<file path="config.mk">
export PLATFORM = sky130hd
export DESIGN_NAME = bch_encoder_stream
export DESIGN_NICKNAME = d
export VERILOG_FILES = /design/src/rtl/bch_pkg.sv /design/src/rtl/bch_parity_lfsr.sv /design/src/rtl/bch_encoder_stream.sv
export SDC_FILE = /design/constraint.sdc
export NUM_CORES = 1
export LEC_CHECK = 0
export ABC_AREA = 1
export ABC_CLOCK_PERIOD_IN_PS = 1700
export CORE_ASPECT_RATIO = 0.7
export CORE_MARGIN = 2
export CORE_UTILIZATION = 35
export CTS_CLUSTER_DIAMETER = 50
export DETAILED_ROUTE_END_ITERATION = 10
export HOLD_SLACK_MARGIN = 0.08
export MAX_ROUTING_LAYER = met4
export SYNTH_ARGS = -nofsm -noshare
export SYNTH_HDL_FRONTEND = slang
export SYNTH_HIERARCHICAL = 1
export SYNTH_SLANG_ARGS = --single-unit
</file>
<file path="constraint.sdc">
create_clock -name clk -period 1.7 [get_ports clk]
set_input_delay 0.34 -clock clk [delete_from_list [all_inputs] [get_ports clk]]
set_output_delay 0.34 -clock clk [all_outputs]
set_load 0.005 [all_outputs]
</file>
<file path="src/rtl/bch_pkg.sv">
// Shared types and default constants for the BCH(15,7) encoder family.
package bch_pkg;

  typedef enum logic [1:0] {
    IDLE,
    SHIFT,
    DONE
  } state_t;

  localparam int         BCH_K        = 7;
  localparam int         BCH_N        = 15;
  localparam logic [8:0] BCH_GEN_POLY = 9'h1D1;

  // Counter width that never collapses to zero bits, even for a 1-bit message.
  function automatic int clog2_min1(input int v);
    return (v < 2) ? 1 : $clog2(v);
  endfunction

endpackage

</file>
<file path="src/rtl/bch_parity_lfsr.sv">
// Bit-serial division LFSR: accumulates the remainder of m(x)*x^P modulo g(x).
// The syndrome/decoder blocks reuse it.
module bch_parity_lfsr #(
  parameter int         P        = 8,
  parameter logic [P:0] GEN_POLY = 9'h1D1
) (
  input  logic         clk,
  input  logic         reset,
  input  logic         clr,
  input  logic         en,
  input  logic         bit_in,
  output logic [P-1:0] parity,
  output logic [P-1:0] parity_next
);

  logic fb;

  // One division step: feedback from the top remainder bit folds g(x) back in.
  always_comb begin
    fb          = bit_in ^ parity[P-1];
    parity_next = (parity << 1) ^ (fb ? GEN_POLY[P-1:0] : '0);
  end

  // The remainder register is cleared at frame start and advances only when enabled.
  always_ff @(posedge clk) begin
    if (reset || clr) begin
      parity <= '0;
    end else if (en) begin
      parity <= parity_next;
    end
  end

endmodule

</file>
<file path="src/rtl/bch_encoder_stream.sv">
// Systematic BCH/cyclic encoder with valid/ready on both sides.
// It takes one K-bit message, shifts it MSB-first through the parity LFSR and
// holds the N-bit codeword until the consumer accepts it.
module bch_encoder_stream
  import bch_pkg::*;
#(
  parameter int             K        = BCH_K,
  parameter int             N        = BCH_N,
  parameter logic [N-K:0]   GEN_POLY = BCH_GEN_POLY
) (
  input  logic         clk,
  input  logic         reset,
  input  logic         msg_valid,
  output logic         msg_ready,
  input  logic [K-1:0] msg_data,
  output logic         cw_valid,
  input  logic         cw_ready,
  output logic [N-1:0] cw_data,
  output logic         busy
);

  localparam int P  = N - K;
  localparam int CW = clog2_min1(K);

  if (N <= K || !GEN_POLY[N-K] || !GEN_POLY[0]) begin : g_bad_params
    $fatal(1, "bch_encoder_stream: need N>K and g(x) with leading and constant terms set");
  end

  state_t         state;
  state_t         state_next;
  logic [K-1:0]   msg_sr;
  logic [K-1:0]   msg_rot;
  logic [CW-1:0]  count;
  logic [P-1:0]   parity;
  logic [P-1:0]   parity_next;
  logic           accept;
  logic           shifting;

  assign accept   = msg_valid && msg_ready;
  assign shifting = (state == SHIFT);
  assign cw_valid = (state == DONE);

  // Rotating instead of shifting means that after K steps the register holds the
  // original message again, so no separate copy of the message is kept.
  assign msg_rot = (msg_sr << 1) | (msg_sr >> (K - 1));

  bch_parity_lfsr #(
    .P        (P),
    .GEN_POLY (GEN_POLY)
  ) u_lfsr (
    .clk         (clk),
    .reset       (reset),
    .clr         (accept),
    .en          (shifting),
    .bit_in      (msg_sr[K-1]),
    .parity      (parity),
    .parity_next (parity_next)
  );

  // State register.
  always_ff @(posedge clk) begin
    if (reset) begin
      state <= IDLE;
    end else begin
      state <= state_next;
    end
  end

  // Next-state and handshake outputs.
  always_comb begin
    state_next = state;
    msg_ready  = 1'b0;
    busy       = 1'b0;
    case (state)
      IDLE: begin
        msg_ready = 1'b1;
        if (msg_valid) state_next = SHIFT;
      end
      SHIFT: begin
        busy = 1'b1;
        if (count == '0) state_next = DONE;
      end
      DONE: begin
        busy = 1'b1;
        if (cw_ready) state_next = IDLE;
      end
      default: state_next = IDLE;
    endcase
  end

  // Message register, bit counter and codeword output register.
  always_ff @(posedge clk) begin
    if (reset) begin
      msg_sr  <= '0;
      count   <= '0;
      cw_data <= '0;
    end else if (accept) begin
      msg_sr <= msg_data;
      count  <= CW'(K - 1);
    end else if (shifting) begin
      msg_sr <= msg_rot;
      if (count == '0) begin
        cw_data <= {msg_rot, parity_next};
      end else begin
        count <= count - CW'(1);
      end
    end
  end

endmodule

</file>
==> flow_summary.json <==
{
  "status": "finished, final reports clean",
  "n_fill_cell": 448,
  "cp.required_ns": 1.36,
  "wl_um": 3610,
  "setup_viol": 0,
  "cts_tree": "built",
  "dpl_cell_area_mm2": 0.00196,
  "setup-tns-final_ns": 0,
  "synth_cells": 212,
  "antenna_found_initial": 0,
  "boundaryPins": 29,
  "ys_ff_latch": 35,
  "grt_pass1_vias": 1226,
  "cts_buffer_depth": 2,
  "slew_headroom_pct": 74.0,
  "rr_startpoint": "state[0]$_SDFFE_PP0P_",
  "clk_pin_slew_ns": 0.08,
  "critPathKind": "register to primary output",
  "avgSynthCellArea_um2": 7.81,
  "vias": 1414,
  "maxSlewViolCount": 0,
  "detail-route-antenna-nets": 0,
  "hpwl_um": 2550,
  "drt_iter0_markers": 50,
  "startpoint": "state[1]$_SDFFE_PP0P_",
  "grt-ovfl-total": 0,
  "viasPerCell": 4.71,
  "drc": 0,
  "die_h_um": 61.5,
  "htreeDepth": 2,
  "grtUsageTotal_pct": 15.1,
  "worst_pin_slew_ns": 0.389,
  "min_from": "u_lfsr/parity[0]$_SDFFE_PP0P_",
  "hold_viol_final": 0,
  "syn_area_mm2": 0.00166,
  "port_buffers": 28,
  "hp-class": "register to register",
  "nets": 260,
  "ys_types": 23,
  "cts_buffers": 5,
  "rsz0062_at_grt": "false",
  "initial_core_util_pct": 37.2,
  "area_growth_pct": 26.2,
  "drive_gt1_share_pct": 20.8,
  "die_w_um": 86.2,
  "total_power_uw": 3300,
  "rows": 20,
  "drt_first_pass_iters": 5,
  "yosysWarnings": 6,
  "grt_max_degree": 16,
  "clock_sinks": 35,
  "drv_cap": 0,
  "grt_pass1_wl_um": 5900,
  "irDropWorstVdd_v": 0.000550,
  "timing.fmax_mhz": 646,
  "holdWs_ns": 0.469,
  "dieArea_mm2": 0.00530,
  "core_mm2": 0.00445,
  "cts-root-buf": "clkbuf_8",
  "post-route-period-util_pct": 91.1,
  "gp_congestion": 0.908,
  "syn_nets": 228,
  "antenna_cells": 0,
  "min_period_ns": 1.55,
  "clock_skew_ns": 0.00826,
  "powerDensity_mw_per_mm2": 1580,
  "final_cell_area_mm2": 0.00209,
  "p_leak_uw": 0.000826,
  "cp.arrival_ns": 1.21,
  "crit_path_end_kind": "primary output",
  "ys_seq_area_share_pct": 42.3,
  "routedWlPerCell_um": 12.0,
  "clock_latency_ns": 0.29,
  "start_kind": "register",
  "critPathMaxFanout": 2
}
==> layout by cell type, fill, tap and decap left out, types with 2 or more instances in the layout <==
cell type | netlist | routed
clkinv_2 | 1 | 2
nand2_2 | 10 | 10
dlygate4sd2_1 | 0 | 3
inv_2 | 2 | 3
nor2_1 | 4 | 4
a21oi_1 | 23 | 23
a211oi_1 | 3 | 3
nand2_1 | 54 | 54
o21ai_0 | 7 | 7
clkbuf_8 | 0 | 5
nand3_1 | 14 | 14
inv_1 | 21 | 20
ha_1 | 5 | 4
dfxtp_2 | 0 | 2
dfxtp_1 | 35 | 33
clkdlybuf4s50_1 | 0 | 25
buf_4 | 5 | 10
a21oi_2 | 14 | 14
==> worst max-delay path, cell delays in order, from the launching register on <==
cell,delay (ns)
dfxtp_2,0.33
inv_1,0.07
ha_2,0.26
dlygate4sd2_1,0.26
==> per-layer routing <==
layer / vias up / track usage (%) / share of wire, % / wire [um]
met1: 626 / 21.3 / 55 / 1990
li1: 742 / - / - / -
met3: 9 / 4.42 / 5.2 / 186
met5: - / - / 0 / 0
met4: 0 / 5.36 / 1.6 / 56
met2: 37 / 20.5 / 38 / 1370
==> flip-flops by register name, summed over array words and instances, names as in the netlist <==
signal / count
msg_sr: 7
u_lfsr/parity: 8
cw_data: 15
count: 3
state: 2
==> through the flow <==
step | util (%) | cells | setup slack (ns)
after floorplan | - | 212 | 0.158
after global placement | 44.0 | 290 | 0.0846
after detailed placement | 44.0 | 290 | 0.0548
after CTS | 46.9 | 300 | 0.135
after global routing | 46.9 | 300 | 0.0187
final | 46.9 | 300 | 0.152
==> timing repair <==
item | in CTS | in global routing
hold buffers | 0 | 0
buffers inserted | 2 | 0
setup endpoints to repair | 3 | 0
resized for setup | 7 | 0
==> final cells by class <==
cell class / count / area, um^2 / area share, %
multi-input cells: 139 / 757 / 36.2
flip-flops and latches: 35 / 703 / 33.7
repair buffers: 38 / 352 / 16.8
inverters: 25 / 95.1 / 4.55
clock buffers: 5 / 68.8 / 3.30
well taps: 55 / 68.8 / 3.30
clock inverters: 3 / 43.8 / 2.10
==> synthesized netlist by cell type (all sizes together) <==
cell / n / area share [%]
nor2: 5 / 1.6
nand3: 15 / 5.3
a31oi: 1 / 0.38
ha: 5 / 3.8
a21oi: 37 / 14
dfxtp: 35 / 42
or2: 1 / 0.38
clkinv: 2 / 0.53
buf: 13 / 6.3
a211oi: 3 / 1.4
nand2: 64 / 16
o21ai: 8 / 2.4
inv: 23 / 5.2
==> worst paths after layout <==
path                              endpoint  slack (ns)  depth (start not counted)
max reg2reg  u_lfsr/parity[0]$_SDFFE_PP0P_        0.16                          9
min                cw_data[1]$_SDFFE_PP0P_        0.47                          2
max                                   busy        0.15                          3
min reg2reg        cw_data[1]$_SDFFE_PP0P_        0.47                          2
==> cell families (layout without fill, tap and decap cells) <==
kind of cell               Yosys count  in the layout  synth area share (%)
AOI/OAI and AO/OA                   49             49                  18.5
adders and majority gates            5              5                  3.78
DFF                                 35             35                  42.3
and+or+nand+nor                     85             85                  23.3
buffers and inverters               38             71                  12.1
==> where the power goes <==
group | switching, uW | leakage [uW] | total [uW] | internal, uW
Sequential | 154 | 0.000286 | 1180 | 1020
Clock | 324 | 0.0000581 | 760 | 437
Combinational | 798 | 0.000481 | 1360 | 566
Note: power is estimated with default switching activity, not from simulation.
